`config.mk`:
```
export PLATFORM = sky130hd
export DESIGN_NAME = taxi_fare_collector
export DESIGN_NICKNAME = d
export VERILOG_FILES = /design/src/rtl/taxi_fare_collector.sv
export SDC_FILE = /design/constraint.sdc
export NUM_CORES = 1
export LEC_CHECK = 0
export CAP_MARGIN = 15
export CORE_UTILIZATION = 54
export DETAILED_ROUTE_END_ITERATION = 10
export PLACE_DENSITY_LB_ADDON = 0.12
export SYNTH_ARGS = -nofsm -noshare
export SYNTH_HDL_FRONTEND = slang
export SYNTH_SLANG_ARGS = --single-unit
```
`constraint.sdc`:
```
create_clock -name clock -period 11.9 [get_ports clock]
set_input_delay 1.785 -clock clock [delete_from_list [all_inputs] [get_ports clock]]
set_output_delay 1.785 -clock clock [all_outputs]
set_load 0.1 [all_outputs]
```
`src/rtl/taxi_fare_collector.sv`:
```
// taxi_fare_collector
//
// Payment end of the taxi meter. When a passenger leaves, the fare for that
// seat is snapshotted into fare_due. Coins are then collected until the fare
// is covered, change is returned and the meter is told to clear the seat.
// A cancel or an idle timeout abandons the payment and returns any coins.
// The block also keeps a running collected-cash total and a saturating count
// of unpaid exits.
//
// State table:
//   state  | meaning
//   IDLE   | waiting for exit_req
//   PAY    | accepting coins against fare_due, idle timer running
//   SETTLE | one cycle: emit change, clear seat, book fare into total
//   REFUND | one cycle: return coins (if any), count unpaid exit
//
// Ports:
//   clock, reset_n              clock (rising edge), async active-low reset
//   exit_req, exit_seat         passenger leaving seat 0-3 or 4 (VIP)
//   s0cost..s3cost, vip_cost    live fares from the meter
//   coin_valid, coin_amount     one coin per cycle
//   cancel                      passenger aborts payment
//   busy                        high while a payment is in progress
//   fare_due, paid_sum          latched fare and coins so far
//   seat_clear, seat_clear_idx  pulse telling the meter to zero a seat
//   change_valid/amount         change pulse and amount
//   refund_valid/amount         refund pulse and amount
//   collected_total             sum of all settled fares
//   unpaid_count                aborted / timed-out exits, saturating
//   err_bad_seat                pulse on exit_req with seat 5-7
//
// All outputs are registered. busy is the registered view of "state is not
// IDLE", so it trails the state by one cycle: it rises one cycle after PAY is
// entered and falls one cycle after SETTLE/REFUND return to IDLE.

module taxi_fare_collector #(
  parameter int FARE_W  = 32,
  parameter int COIN_W  = 8,
  parameter int TIMEOUT = 64,
  parameter int CNT_W   = 8
) (
  input  logic              clock,
  input  logic              reset_n,
  input  logic              exit_req,
  input  logic [2:0]        exit_seat,
  input  logic [FARE_W-1:0] s0cost,
  input  logic [FARE_W-1:0] s1cost,
  input  logic [FARE_W-1:0] s2cost,
  input  logic [FARE_W-1:0] s3cost,
  input  logic [FARE_W-1:0] vip_cost,
  input  logic              coin_valid,
  input  logic [COIN_W-1:0] coin_amount,
  input  logic              cancel,
  output logic              busy,
  output logic [FARE_W-1:0] fare_due,
  output logic [FARE_W-1:0] paid_sum,
  output logic              seat_clear,
  output logic [2:0]        seat_clear_idx,
  output logic              change_valid,
  output logic [FARE_W-1:0] change_amount,
  output logic              refund_valid,
  output logic [FARE_W-1:0] refund_amount,
  output logic [FARE_W-1:0] collected_total,
  output logic [CNT_W-1:0]  unpaid_count,
  output logic              err_bad_seat
);

  // Idle timer is a down-counter: loaded with TIMEOUT-1 on entry to PAY and
  // on every coin, decremented on coin-less cycles; a coin-less cycle seen
  // at zero is the TIMEOUT-th idle cycle and abandons the payment.
  localparam int TMR_W = $clog2(TIMEOUT);
  localparam logic [TMR_W-1:0] TMR_LOAD = TMR_W'(TIMEOUT - 1);

  typedef enum logic [1:0] {
    IDLE   = 2'd0,
    PAY    = 2'd1,
    SETTLE = 2'd2,
    REFUND = 2'd3
  } state_t;

  state_t            state;
  logic [TMR_W-1:0]  timer;
  logic [2:0]        seat;
  logic [FARE_W-1:0] sel_cost;
  logic [FARE_W-1:0] coin_ext;
  logic [FARE_W-1:0] sum_next;
  logic              seat_legal;

  always_comb begin
    sel_cost = '0;
    case (exit_seat)
      3'd0:    sel_cost = s0cost;
      3'd1:    sel_cost = s1cost;
      3'd2:    sel_cost = s2cost;
      3'd3:    sel_cost = s3cost;
      3'd4:    sel_cost = vip_cost;
      default: sel_cost = '0;
    endcase
  end

  assign seat_legal = (exit_seat <= 3'd4);
  assign coin_ext   = FARE_W'(coin_amount);
  // Wraps modulo 2^FARE_W; a wrapped sum simply fails the coverage compare.
  assign sum_next   = paid_sum + coin_ext;

  always_ff @(posedge clock or negedge reset_n) begin
    if (!reset_n) begin
      state           <= IDLE;
      timer           <= '0;
      seat            <= '0;
      busy            <= 1'b0;
      fare_due        <= '0;
      paid_sum        <= '0;
      seat_clear      <= 1'b0;
      seat_clear_idx  <= '0;
      change_valid    <= 1'b0;
      change_amount   <= '0;
      refund_valid    <= 1'b0;
      refund_amount   <= '0;
      collected_total <= '0;
      unpaid_count    <= '0;
      err_bad_seat    <= 1'b0;
    end else begin
      seat_clear   <= 1'b0;
      change_valid <= 1'b0;
      refund_valid <= 1'b0;
      err_bad_seat <= 1'b0;
      busy         <= (state != IDLE);

      case (state)
        IDLE: begin
          // Coins arriving here are ignored: nothing is owed.
          if (exit_req) begin
            if (!seat_legal) begin
              err_bad_seat <= 1'b1;
            end else if (sel_cost == '0) begin
              // Nothing owed: ask the meter to clear the seat right away.
              seat_clear     <= 1'b1;
              seat_clear_idx <= exit_seat;
            end else begin
              fare_due <= sel_cost;
              paid_sum <= '0;
              timer    <= TMR_LOAD;
              seat     <= exit_seat;
              state    <= PAY;
            end
          end
        end

        PAY: begin
          if (coin_valid) begin
            paid_sum <= sum_next;
            timer    <= TMR_LOAD;
          end else if (timer != '0) begin
            timer <= timer - TMR_W'(1);
          end

          // Cancel has priority; a coin in the same cycle is still banked so
          // it goes back with the refund.
          if (cancel) begin
            state <= REFUND;
          end else if (coin_valid && (sum_next >= fare_due)) begin
            state <= SETTLE;
          end else if (!coin_valid && (timer == '0)) begin
            state <= REFUND;
          end
        end

        SETTLE: begin
          change_valid    <= 1'b1;
          change_amount   <= paid_sum - fare_due;
          seat_clear      <= 1'b1;
          seat_clear_idx  <= seat;
          collected_total <= collected_total + fare_due;
          paid_sum        <= '0;
          fare_due        <= '0;
          state           <= IDLE;
        end

        REFUND: begin
          // The fare stays on the meter, so no seat_clear here.
          if (paid_sum != '0) begin
            refund_valid  <= 1'b1;
            refund_amount <= paid_sum;
          end
          if (unpaid_count != {CNT_W{1'b1}}) begin
            unpaid_count <= unpaid_count + CNT_W'(1);
          end
          paid_sum <= '0;
          state    <= IDLE;
        end

        default: state <= IDLE;
      endcase
    end
  end

endmodule

```
==> results summary <==
STA classifies the critical path startpoint as a primary input. The data arrival time of the worst path came out at 6.53 ns. The worst hold slack after final layout came out at 0.479 ns. The flow ran to the end, and the final reports show no timing, DRC or antenna violations.

The max-slew violation total from the final report is 0. CTS built an H-tree with a depth of 4. The final net count is 2174. The maximum VDD drop came out at 264 uV.

The post-CTS setup repair buffer count is 0. The required time of the critical path is 12.23 ns. The number of global-route vias before repair came out at 13.3k. After technology mapping, the gate count stands at 1601. In this run the tightest slew margin relative to its limit is 0.276. The critical path is of the in2reg type. The detailed-route wire length per cell is 21.1 um. The maximum fanout count along the critical path came out at 8. The number of DRC violations after detailed routing is 0. The total negative slack for setup checks is 0 ns. The buffer cell driving the clock tree root is sky130_fd_sc_hd__clkbuf_16. For this block, the routed nets add up to 46900 um of wire.

The minimum clock period is 6.20 ns. The first global-routing pass estimated 72700 um of wire. The area of combinational cells with multiple inputs is 8420 um2. The number of distinct library cell variants in the gate-level netlist after synthesis is 74. Routability-driven placement finished with a final weighted congestion of about 0.93. The clock arrives with 0.0172 ns of skew.

The internal power of the cells totals around 2.2 mW. The tool flagged a number of max-cap violations equal to 0. The maximum root-to-sink buffer count is 2. The clock reaches the later pin of the worst-skew pair after 0.45 ns. The number of enable-type register cells in the synthesized netlist came out at 0. The power after layout came out at 5.36 mW.

The synthesized area per cell is between 8 and 9 um2. The cell count after placement is between 2k and 2.5k. The share of the Yosys chip area taken by registers is 0.341.

After clock tree synthesis, the repair step resized 0 gates. The post-detailed-route count of antenna-violating nets is 0. Derived from the worst setup path, the maximum achievable clock frequency is 161 MHz. The proportion of layout cells with a drive suffix above 1 came out at 0.0347. The async set-or-reset flop fraction in the synthesized netlist came out at 1.00. The cell leakage power came out at 8.17 nW. Dividing total power by cell area gives a power density of roughly 300 nW/um2.

The total buffers and inverters traversed by the critical path came out at 1. The repair_antennas step left the layout with diodes totalling 0. The effective utilization at floorplan came out at 0.558. The end-of-flow core utilization came out at 0.729. The filler cell count is 1982. The total die area is roughly 26000 um2.

The signal on the critical path passes through clkdlybuf4s50_1, ha_1, a21o_1, a21oi_1, o21bai_1, a2111oi_0, a211o_1, nor2_1, xor2_1, ha_1, a21o_1, a21o_1, a21oi_1, nor2_1, a2111oi_0, nor2_1, o41a_1, o31a_1. The synthesized area came out at 13700 um2. The first-iteration detailed-routing DRC count is 1372. The analysis attributes to net switching a power of approximately 3.2 mW. The die boundary height is 161 um. Excluding fillers, the count of instances in the completed layout stands at 2228. Of the total power, registers draw 0.214. The most used flip-flop cell after synthesis is sky130_fd_sc_hd__dfrtp_1. The number of hold-slack violations in the final timing report is 0. The largest individual stage delay along the critical path comes from the cell sky130_fd_sc_hd__a2111oi_0. The setup slack after layout came out at 5.70 ns. The via count normalized by instance count came out at 6.18. The worst setup path is captured at a flip-flop. The horizontal die dimension is 161 um. In the finished design, the share of the clock period the worst path needs comes to 0.521.

The switching part of the total is 0.594. The proportion of power drawn by the clock network came out at 0.108. The setup-violating endpoint count in the final report is 0.

The combined flip-flop and latch cell area came out at 4680 um2. The number of CTS-inserted buffers came out at 17. The number of register bits inferred by synthesis is 187. Across every metal layer, demand over resource in global routing totals 0.362. The dominant delay contributor by cell family on the critical path is compound AO/OA/AOI/OAI gates. The delay of the slowest cell on the worst path is 0.50 ns. The placement-stage cell area is between 15000 and 20000 um2. The cell row count is 57. The min-delay analysis places its worst path in the category reg2reg.

The TritonCTS clock tree is built. Entering global routing, the biggest net connects 119 pins. For this block, the via count after detailed routing is 13.8k.

The standard cell core area came out at 24600 um2. Summed over all nets, the half-perimeter wirelength after detailed placement is 36600 um. The post-synthesis net count is 1884. The combinational power share came out at 0.678. Setup repair after global routing left no endpoint under its margin. The worst setup slack before clock tree synthesis is 5.45 ns. The clock transition at the registers of the reported paths came out at about 0.080 ns. For this design the top-level I/O count stands at 352. The detailed-routing iteration count for the pre-antenna-repair pass is 5.

For this run the aggregate overflow at the end of global routing stands at 0. The transition at the pin with the smallest max-transition slack came out at around 1.1 ns. The initial antenna violation count came out at 0. The count of hold buffers inserted by post-cts repair came out at 0. The Yosys step of the flow raised 0 warnings. Clock tree synthesis found a total of 187 sinks.

Port buffering added 351 buffers. The final design area excluding fillers came out at roughly 18000 um2. The layout-stage area growth over the synthesis result came out at 30.6%.
[cells in the mapped netlist, drive strengths merged, types with 4 or more instances]
cell type	instances	area [um2]
a2111oi	5	43.8
a211oi	17	128
a21o	50	375
a21oi	87	439
a22o	23	201
a22oi	21	158
a2bb2oi	15	131
a31oi	12	75.1
and2	8	50.1
and3	14	87.6
and4	5	43.8
buf	33	194
clkbuf	57	214
dfrtp	187	4680
ha	104	1300
inv	61	229
mux2	7	78.8
mux2i	64	641
nand2	250	938
nand2b	16	100
nand3	31	155
nand3b	8	60.1
nand4	21	131
nor2	60	233
nor2b	12	75.1
nor3	16	80.1
nor3b	5	37.5
nor4	18	119
o21a	17	128
o21ai	172	865
o21bai	10	75.1
o22ai	18	113
o2bb2ai	4	35.0
o31ai	16	120
or2	5	31.3
or3	4	25.0
xnor2	56	490
xor2	41	359
[sequential cells by signal (all words and copies together), names as in the netlist]
register,count
busy,1
fare_due,32
seat,3
refund_valid,1
seat_clear_idx,3
refund_amount,32
err_bad_seat,1
paid_sum,32
timer,6
state,2
unpaid_count,8
seat_clear,1
change_amount,32
collected_total,32
change_valid,1
[metal layers]
layer	global-route usage	part of all wire
met5	0	0
met4	0.157	0.038
met3	0.0519	0.076
met2	0.612	0.49
met1	0.460	0.40
[kinds of logic after synthesis]
logic type,after synthesis,share of synthesized area
flops,187,0.341
simple gates,476,0.160
compound gates,510,0.239
xor+xnor,97,0.0619
mux,71,0.0524
buf+inv,153,0.0469
fa+ha+maj,107,0.0991
[cell type report]
type,count,area share
tap,324,0.0226
multi-input combinational,1261,0.470
timing repair buffer,361,0.200
inverter,63,0.0132
clock buffer,17,0.0237
clock inverter,15,0.00998
sequential,187,0.261
[final timing paths]
| path | from | to | slack, ns | cells after the start |
|---|---|---|---|---|
| max in group asynchronous | reset_n | paid_sum[25]$_DFFE_PN0P_ | 9.33 | 2 |
| worst max-delay path | coin_amount[1] | state[1]$_DFFE_PN0P_ | 5.70 | 18 |
| worst min-delay path | refund_amount[18]$_DFFE_PN0P_ | refund_amount[18]$_DFFE_PN0P_ | 0.48 | 2 |
| min in group asynchronous | reset_n | collected_total[11]$_DFFE_PN0P_ | 1.27 | 1 |
| worst max register to register | paid_sum[1]$_DFFE_PN0P_ | state[1]$_DFFE_PN0P_ | 6.96 | 17 |
| worst min register to register | refund_amount[18]$_DFFE_PN0P_ | refund_amount[18]$_DFFE_PN0P_ | 0.48 | 2 |
[worst min-delay path, delay by kind of cell (launching register included)]
family,cells,cell delay (ns)
flip-flops,1,0.34
AND/OR/NAND/NOR,2,0.11
[placed cells by master, fill, tap and decap left out, types with 5 or more instances in the layout]
cell                              instances
sky130_fd_sc_hd__nand3b_1                 8
sky130_fd_sc_hd__mux2i_1                 64
sky130_fd_sc_hd__nor3b_1                  5
sky130_fd_sc_hd__and2_1                   8
sky130_fd_sc_hd__o21bai_1                 9
sky130_fd_sc_hd__nand4_1                 21
sky130_fd_sc_hd__clkinv_8                 6
sky130_fd_sc_hd__dfrtp_1                187
sky130_fd_sc_hd__inv_1                   61
sky130_fd_sc_hd__a211oi_1                17
sky130_fd_sc_hd__nor4_1                  17
sky130_fd_sc_hd__o21a_1                  17
sky130_fd_sc_hd__o22ai_1                 18
sky130_fd_sc_hd__clkbuf_16               17
sky130_fd_sc_hd__xnor2_1                 56
sky130_fd_sc_hd__o21ai_1                  7
sky130_fd_sc_hd__xor2_1                  41
sky130_fd_sc_hd__a21oi_1                 86
sky130_fd_sc_hd__buf_4                   11
sky130_fd_sc_hd__a2111oi_0                5
sky130_fd_sc_hd__nor2b_1                 12
sky130_fd_sc_hd__and3_1                  14
sky130_fd_sc_hd__clkdlybuf4s50_1        348
sky130_fd_sc_hd__or2_2                    5
sky130_fd_sc_hd__a22oi_1                 21
sky130_fd_sc_hd__a22o_1                  23
sky130_fd_sc_hd__ha_1                   104
sky130_fd_sc_hd__nor2_1                  59
sky130_fd_sc_hd__a21o_1                  50
sky130_fd_sc_hd__nor3_1                  16
sky130_fd_sc_hd__a31oi_1                 12
sky130_fd_sc_hd__nand2_1                250
sky130_fd_sc_hd__mux2_2                   7
sky130_fd_sc_hd__o21ai_0                164
sky130_fd_sc_hd__and4_1                   5
sky130_fd_sc_hd__nand2b_1                15
sky130_fd_sc_hd__o31ai_1                 16
sky130_fd_sc_hd__nand3_1                 31
sky130_fd_sc_hd__a2bb2oi_1               15
[power groups by stage]
stage	logic, mW	clock network [mW]	registers, mW
final	3.63	0.581	1.15
after global routing	3.85	0.609	1.16
after CTS	3.61	0.585	1.13
after detailed placement	3.59	0	1.14
after global placement	3.54	0	1.14
after floorplan	1.35	0	2.42
No activity file was read; power rests on OpenSTA's default activity.
